===== config.mk =====
export PLATFORM = sky130hd
export DESIGN_NAME = mxint_exp_sched
export DESIGN_NICKNAME = d
export VERILOG_FILES = /design/src/rtl/mxint_exp_sched.sv
export SDC_FILE = /design/constraint.sdc
export NUM_CORES = 1
export LEC_CHECK = 0
export ABC_AREA = 1
export CAP_MARGIN = 20
export CORE_AREA = 2 2 443 445
export CTS_CLUSTER_DIAMETER = 150
export DETAILED_ROUTE_END_ITERATION = 16
export DIE_AREA = 0 0 445 447
export HOLD_SLACK_MARGIN = 0.03
export MAX_ROUTING_LAYER = met4
export PLACE_DENSITY_LB_ADDON = 0.05
export SYNTH_ARGS = -nofsm -noshare
export SYNTH_HDL_FRONTEND = slang
export SYNTH_SLANG_ARGS = --single-unit

===== constraint.sdc =====
create_clock -name clk -period 35.1 [get_ports clk]
set_input_delay 5.265 -clock clk [delete_from_list [all_inputs] [get_ports clk]]
set_output_delay 5.265 -clock clk [all_outputs]
set_load 0.01 [all_outputs]

===== src/rtl/mxint_exp_sched.sv =====
// Round-robin front end sharing one fixed-latency MXINT exp unit between NUM_REQ
// streams; results are tagged with the requester ID and parked in a credit-protected FIFO.
module mxint_exp_sched #(
  parameter int NUM_REQ       = 4,
  parameter int BLOCK_SIZE    = 16,
  parameter int MAN_IN_WIDTH  = 8,
  parameter int EXP_IN_WIDTH  = 3,
  parameter int MAN_OUT_WIDTH = 10,
  parameter int EXP_OUT_WIDTH = 4,
  parameter int EXP_LATENCY   = 1,
  parameter int FIFO_DEPTH    = 4,
  parameter int ID_W          = $clog2(NUM_REQ)
) (
  input  logic                                          clk,
  input  logic                                          rst,
  input  logic [NUM_REQ*BLOCK_SIZE*MAN_IN_WIDTH-1:0]    req_mdata,
  input  logic [NUM_REQ*EXP_IN_WIDTH-1:0]               req_edata,
  input  logic [NUM_REQ-1:0]                            req_valid,
  output logic [NUM_REQ-1:0]                            req_ready,
  output logic [BLOCK_SIZE*MAN_IN_WIDTH-1:0]            exp_mdata_in,
  output logic [EXP_IN_WIDTH-1:0]                       exp_edata_in,
  output logic                                          exp_in_valid,
  input  logic                                          exp_in_ready,
  output logic                                          exp_out_ready,
  input  logic [BLOCK_SIZE*MAN_OUT_WIDTH-1:0]           exp_mdata_out,
  input  logic [BLOCK_SIZE*EXP_OUT_WIDTH-1:0]           exp_edata_out,
  input  logic                                          exp_out_valid,
  output logic [BLOCK_SIZE*MAN_OUT_WIDTH-1:0]           out_mdata,
  output logic [BLOCK_SIZE*EXP_OUT_WIDTH-1:0]           out_edata,
  output logic [ID_W-1:0]                               out_id,
  output logic                                          out_valid,
  input  logic                                          out_ready,
  output logic [$clog2(FIFO_DEPTH+1)-1:0]               fifo_count,
  output logic                                          tag_err
);

  localparam int MB    = BLOCK_SIZE * MAN_IN_WIDTH;
  localparam int OMB   = BLOCK_SIZE * MAN_OUT_WIDTH;
  localparam int OEB   = BLOCK_SIZE * EXP_OUT_WIDTH;
  localparam int CNT_W = $clog2(FIFO_DEPTH + 1);
  localparam int PTR_W = (FIFO_DEPTH > 1) ? $clog2(FIFO_DEPTH) : 1;
  localparam int INF_W = $clog2(EXP_LATENCY + 1);

  logic [ID_W-1:0]  rr_q, rr_d;
  logic [ID_W-1:0]  grant, cand;
  logic             found;
  logic [INF_W-1:0] inflight;
  logic             credit_ok, issue;

  logic [EXP_LATENCY-1:0] tag_v_q;
  logic [ID_W-1:0]        tag_id_q [EXP_LATENCY];
  logic                   tail_v;
  logic [ID_W-1:0]        tail_id;

  logic [CNT_W-1:0] count_q, count_d;
  logic [PTR_W-1:0] wr_ptr_q, wr_ptr_d, rd_ptr_q, rd_ptr_d;
  logic             err_q, err_d;
  logic             full, push, pop;
  logic [OMB-1:0]   mem_m  [FIFO_DEPTH];
  logic [OEB-1:0]   mem_e  [FIFO_DEPTH];
  logic [ID_W-1:0]  mem_id [FIFO_DEPTH];

  // First valid requester at or after rr_q, wrapping; falls back to rr_q when none.
  always_comb begin
    grant = rr_q;
    cand  = rr_q;
    found = 1'b0;
    for (int k = 0; k < NUM_REQ; k++) begin
      cand = ID_W'((int'(rr_q) + k) % NUM_REQ);
      if (!found && req_valid[cand]) begin
        grant = cand;
        found = 1'b1;
      end
    end
  end

  always_comb begin
    inflight = '0;
    for (int s = 0; s < EXP_LATENCY; s++) inflight = inflight + INF_W'(tag_v_q[s]);
  end

  // Credit counts blocks still inside the exp unit, so the unit never needs to stall.
  assign credit_ok = (int'(count_q) + int'(inflight)) < FIFO_DEPTH;
  assign issue     = (|req_valid) && exp_in_ready && credit_ok && !rst;

  assign req_ready     = issue ? (NUM_REQ'(1) << grant) : '0;
  assign exp_in_valid  = issue;
  assign exp_mdata_in  = req_mdata[grant*MB +: MB];
  assign exp_edata_in  = req_edata[grant*EXP_IN_WIDTH +: EXP_IN_WIDTH];
  assign exp_out_ready = 1'b1;
  assign rr_d          = issue ? ID_W'((int'(grant) + 1) % NUM_REQ) : rr_q;

  assign tail_v  = tag_v_q[EXP_LATENCY-1];
  assign tail_id = tail_v ? tag_id_q[EXP_LATENCY-1] : '0;

  assign full = (count_q == CNT_W'(FIFO_DEPTH));
  assign pop  = (count_q != '0) && out_ready;
  assign push = exp_out_valid && !full;

  always_comb begin
    count_d  = count_q;
    wr_ptr_d = wr_ptr_q;
    rd_ptr_d = rd_ptr_q;
    err_d    = err_q | (exp_out_valid != tail_v) | (exp_out_valid && full);
    if (push) wr_ptr_d = (wr_ptr_q == PTR_W'(FIFO_DEPTH-1)) ? '0 : wr_ptr_q + PTR_W'(1);
    if (pop)  rd_ptr_d = (rd_ptr_q == PTR_W'(FIFO_DEPTH-1)) ? '0 : rd_ptr_q + PTR_W'(1);
    case ({push, pop})
      2'b10:   count_d = count_q + CNT_W'(1);
      2'b01:   count_d = count_q - CNT_W'(1);
      default: count_d = count_q;
    endcase
  end

  always_ff @(posedge clk) begin
    if (rst) begin
      rr_q     <= '0;
      count_q  <= '0;
      wr_ptr_q <= '0;
      rd_ptr_q <= '0;
      err_q    <= 1'b0;
      tag_v_q  <= '0;
      for (int s = 0; s < EXP_LATENCY; s++) tag_id_q[s] <= '0;
      for (int d = 0; d < FIFO_DEPTH; d++) mem_id[d] <= '0;
    end else begin
      rr_q        <= rr_d;
      count_q     <= count_d;
      wr_ptr_q    <= wr_ptr_d;
      rd_ptr_q    <= rd_ptr_d;
      err_q       <= err_d;
      tag_v_q[0]  <= issue;
      tag_id_q[0] <= grant;
      for (int s = 1; s < EXP_LATENCY; s++) begin
        tag_v_q[s]  <= tag_v_q[s-1];
        tag_id_q[s] <= tag_id_q[s-1];
      end
      if (push) mem_id[wr_ptr_q] <= tail_id;
    end
  end

  // Payload storage carries no reset; out_valid qualifies it.
  always_ff @(posedge clk) begin
    if (!rst && push) begin
      mem_m[wr_ptr_q] <= exp_mdata_out;
      mem_e[wr_ptr_q] <= exp_edata_out;
    end
  end

  assign out_mdata  = mem_m[rd_ptr_q];
  assign out_edata  = mem_e[rd_ptr_q];
  assign out_id     = mem_id[rd_ptr_q];
  assign out_valid  = (count_q != '0);
  assign fifo_count = count_q;
  assign tag_err    = err_q;

endmodule


==> run_results.csv, run 1 <==
group,metric,value,unit
clocking,cts.sinks,919,
clocking,cts_root_buf,"clkbuf_16",
logic_synthesis,synth_area,0.0382,mm^2
logic_synthesis,synth_compound_area_frac,0.0986,
clocking,ctsResizeCount,0,
global_route,overflow,0,
logic_synthesis,synth-simple-area-share,0.151,
logic_synthesis,synth_area_per_cell,11.4,um^2
global_route,globalRouteTotalUtil,0.196,
logic_synthesis,synthMuxAreaShare,0,
placement,place_congestion,0.948,
logic_synthesis,synth_fa_ha_area_frac,0.00249,
global_route,grt_max_degree,183,
global_route,first_global_vias,30100,
status,stop_stage,"5_2_route",
logic_synthesis,yosys_warnings,0,
floorplan,num_io_pins,1125,
floorplan,std_cell_rows,162,
logic_synthesis,synth_top_family_by_area,"simple AND/OR/NAND/NOR gates",
clocking,postCtsHoldBufs,0,
floorplan,die_h,447,um
status,status,"stopped before the end",
clocking,post_cts_buffers,0,
logic_synthesis,ys_types,31,
clocking,clockBufferDepth,3,
clocking,cts_made_buffers,110,
clocking,h-tree-depth,3,
logic_synthesis,synth_xor_area_frac,0.000229,
floorplan,die_w,445,um
placement,port_buffers,1123,
logic_synthesis,ys_ff_latch,919,
logic_synthesis,synth_nets,4122,
logic_synthesis,ys_seq_area_frac,0.718,
status,tool.error,"[ERROR DRT-0255] Maze Route cannot find path of net req_mdata[243] in worker of routeBox ( 434700 289800 ) ( 445000 338100 ).",
global_route,grt_pass1_wl,263000,um
placement,dpl.hpwl,140000,um
global_route,grt_antenna_before_repair,137,
floorplan,initial_core_util,0.197,
logic_synthesis,netlist_instances,3358,
## metrics by stage
step | cell area [um^2] | hold slack (ns) | utilization | worst slack (ns) | std cells
after detailed placement | 52100 | 0.492 | 0.268 | 19.94 | 6834
after CTS | 55400 | 0.503 | 0.285 | 19.94 | 7035
after global placement | 52100 | 0.493 | 0.268 | 19.91 | 6834
after global routing | 55600 | 0.543 | 0.286 | 19.68 | 7087
after floorplan | 38200 | 0.468 | - | 19.26 | 3358
## logic make-up after synthesis
| logic type | count (synthesis) |
|---|---|
| flops | 919 |
| simple gates | 1482 |
| xor+xnor | 1 |
| other cells | 1 |
| buf+inv | 254 |
| fa+ha+maj | 7 |
| compound gates | 694 |
## synth_stat cells (all sizes together)
cell / number / area, um^2
a21oi: 6 / 30.0
buf: 82 / 457
clkbuf: 142 / 533
clkinv: 2 / 7.51
conb: 1 / 3.75
dfxtp: 15 / 300
edfxtp: 904 / 27100
fa: 1 / 20.0
ha: 6 / 75.1
inv: 28 / 108
nand2: 851 / 3210
nand3: 144 / 731
nand4: 2 / 12.5
nor2: 483 / 1820
nor3: 2 / 10.0
o211a: 1 / 10.0
o21ai: 459 / 2300
o22ai: 226 / 1410
o31ai: 2 / 15.0
xor2: 1 / 8.76
## routing by layer
layer	GRT usage
met5	-
met4	0.0881
met3	0.0425
met2	0.349
met1	0.207
==> run 2, diff against run 1 <==
Settings changed: CORE_AREA 2 2 443 445 to 2 2 444 446, CTS_CLUSTER_DIAMETER 150 to not set, DIE_AREA 0 0 445 447 to 0 0 446 448, HOLD_SLACK_MARGIN 0.03 to not set, MAX_ROUTING_LAYER met4 to not set, PLACE_DENSITY_LB_ADDON 0.05 to 0.15.
==> run_results.csv, run 2 <==
group,metric,value,unit
logic_synthesis,yosys_most_used_dff,"edfxtp_1",
global_route,grt_antenna_before_repair,101,
clocking,cts_root_buf,"clkbuf_16",
final_layout,largest-register,"mem_m",
logic_synthesis,netlist_instances,3358,
clocking,h-tree-depth,3,
floorplan,dieArea,0.200,mm^2
placement,place_congestion,0.963,
final_layout,nets,5165,
clocking,clkLatencyLatePin,0.73,ns
logic_synthesis,ys_types,31,
logic_synthesis,ys_ff_latch,919,
final_layout,final_cell_mix,"1123 x clkdlybuf4s50_1, 904 x edfxtp_1, 846 x nand2_1, 477 x nor2_1, 458 x o21ai_0",
worst_setup_path,critical_path.max_fanout,74,
placement,port_buffers,1123,
timing,finalSetupTns,0,ns
worst_setup_path,worst_ep_arrival_time,9.80,ns
timing,fmax,66.4,MHz
timing,finalCriticalPeriod,15.06,ns
worst_setup_path,path_cells,"clkdlybuf4s50_1, nand2_1, nand2_1, nand2_1, nand2_2, nand2_1, nand2_1, nand2_1, nand2_1, nand2_8, nor2_4, buf_4, buf_4, nand2_1, nand3_1, clkdlybuf4s50_1",
timing,worst_slew_pin_slew,1.24,ns
timing,min_period_over_period,0.429,
timing,relSlewSlack,0.175,
power_and_ir_drop,vdd_ir_drop_max,0.0000472,V
power_and_ir_drop,seqPwrFrac,0.289,
worst_setup_path,critical_path.most_common_cell,"nand2_1",
logic_synthesis,yosys-top-cells-count,"904 x edfxtp_1, 846 x nand2_1, 481 x nor2_1",
power_and_ir_drop,power.density,81.2,mW/mm^2
placement,dpl.hpwl,129000,um
flow_run,maxCapViolCount,0,
worst_setup_path,crit_start,"req_valid[2]",
floorplan,std_cell_rows,162,
logic_synthesis,yosys_warnings,0,
logic_synthesis,synthArstFlopShare,0,
timing,finalHoldViolCount,0,
min_path,hold_path_startpoint,"tag_v_q",
global_route,grt_max_degree,213,
logic_synthesis,synth_most_common_cell,"edfxtp_1",
min_path,hold_path_class,"reg2reg",
clocking,ctsResizeCount,0,
logic_synthesis,synth_area,0.0382,mm^2
worst_setup_path,start_kind,"input pin",
final_layout,largest_reg_flops,640,
clocking,clockBufferDepth,3,
route,routed_wl,182000,um
logic_synthesis,ys_seq_area_frac,0.718,
logic_synthesis,synth_top_area_frac,0.710,
worst_setup_path,required,29.83,ns
floorplan,initial_core_util,0.196,
power_and_ir_drop,p_int,0.00271,W
route,wl_per_cell,25.8,um
global_route,first_global_vias,29600,
worst_setup_path,crit_slowest_cell,"buf_4",
power_and_ir_drop,power_frac_clock,0.224,
final_layout,top_regs,"mem_m (640), mem_e (256), mem_id (8)",
worst_setup_path,path_buf_inv,4,
clocking,cts_tree,"built",
final_layout,area_growth,44.6,%
power_and_ir_drop,p_leak,19.0,nW
floorplan,die_h,448,um
floorplan,coreArea,0.195,mm^2
clocking,cts.reportedPaths.clkPinSlew,0.06,ns
route,first_pass_iters,5,
floorplan,num_io_pins,1125,
power_and_ir_drop,power,0.00448,W
worst_setup_path,cpLargestDelayFamily,"buffers and inverters",
worst_setup_path,r2r-start,"fifo_count[2]",
route,dr_total_vias,30000,
logic_synthesis,synth_top_area_cell,"edfxtp_1",
logic_synthesis,synthTopCellsByArea,"edfxtp_1 71%, nand2_1 8.3%, o21ai_0 6.0%, nor2_1 4.7%, o22ai_1 3.7%",
global_route,globalRouteTotalUtil,0.174,
clocking,postCtsHoldBufs,0,
global_route,grt_pass1_wl,244000,um
worst_setup_path,end_kind,"output pin",
power_and_ir_drop,switching_power,0.00178,W
final_layout,final_util,0.284,
power_and_ir_drop,swShare,0.397,
route,post_drt_via_cell_ratio,4.26,
route,drc,0,
floorplan,die_w,446,um
worst_setup_path,slowest_delay,0.70,ns
timing,skew,0.0445,ns
logic_synthesis,synth-edff-count,904,
status,status,"complete, no violations",
clocking,cts.sinks,919,
logic_synthesis,synth_nets,4122,
global_route,overflow,0,
final_layout,drive_gt1_frac,0.0424,
timing,setup_viol,0,
clocking,cts_made_buffers,103,
final_layout,layout_commonest_cell,"clkdlybuf4s50_1",
logic_synthesis,synth_area_per_cell,11.4,um^2
timing,drv_slew,0,
clocking,post_cts_buffers,0,
worst_setup_path,critPathKind,"in2out",
power_and_ir_drop,comb_power_share,0.486,
route,antenna_left,0,
route,drtIter0Drc,1851,
timing,rsz0062_at_grt,"false",
[run 2: cell counts after synthesis]
Identical to the previous run, type by type.
[run 2: per-stage QoR]
stage                     hold WS, ns  instance area [um^2]  cells  setup slack (ns)
final                           0.504                 55300   7054             20.04
after global routing            0.534                 55200   7049             19.72
after CTS                       0.509                 55200   7022             20.05
after detailed placement        0.498                 52000   6837             20.05
after global placement          0.494                 52000   6837             20.00
after floorplan                 0.468                 38200   3358             19.26
[run 2: cell families (layout without fill, tap and decap cells)]
logic type                 count (synthesis)  count (layout)  share of synthesized area
other                                      1              32                  0.0000981
and+or+nand+nor                         1482            1482                      0.151
xor gates and xnor gates                   1               1                   0.000229
buffers and inverters                    254            1377                     0.0289
adders and majority gates                  7               7                    0.00249
DFF                                      919             919                      0.718
AOI/OAI and AO/OA                        694             694                     0.0986
[run 2: tightest hold or removal path: stages (launching register included)]
cell	delay (ns)
dfxtp_1	0.34
nand2_1	0.07
a21oi_1	0.05
[run 2: layout make-up]
| class | count | area (um^2) |
|---|---|---|
| diodes | 31 | 77.6 |
| flip-flops and latches | 919 | 27500 |
| inverters | 30 | 130 |
| multi-input cells | 2185 | 9710 |
| fillers | 20300 | 139000 |
| clock inverters | 56 | 375 |
| repair buffers | 1162 | 11600 |
| clock buffers | 129 | 2740 |
| well taps | 2542 | 3180 |
[run 2: worst paths after layout]
| check | endpoint | slack [ns] | depth (start not counted) |
|---|---|---|---|
| worst max-delay path | exp_mdata_in[70] | 20.04 | 16 |
| worst min-delay path | tag_err | 0.50 | 2 |
| worst max register to register | mem_m[2][91] | 31.26 | 9 |
| worst min register to register | tag_err | 0.50 | 2 |
[run 2: power groups by stage]
stage          sequential (W)  clock [W]  combinational [W]
6_report              0.00130    0.00101            0.00218
3_5_place_dp          0.00132          0            0.00221
4_1_cts               0.00130    0.00105            0.00222
2_1_floorplan         0.00133          0           0.000973
5_1_grt               0.00130    0.00108            0.00235
3_3_place_gp          0.00132          0            0.00222
[run 2: metal layers]
layer | part of all wire | track usage | wire (um) | up-vias
met1 | 0.36 | 0.184 | 66300 | 14600
met4 | 0.048 | 0.0878 | 8780 | 36
met5 | 0.0012 | 0 | 220 | -
met3 | 0.069 | 0.0484 | 12700 | 331
li1 | - | - | - | 14100
met2 | 0.52 | 0.316 | 94200 | 1028
No activity file was read; power rests on OpenSTA's default activity.
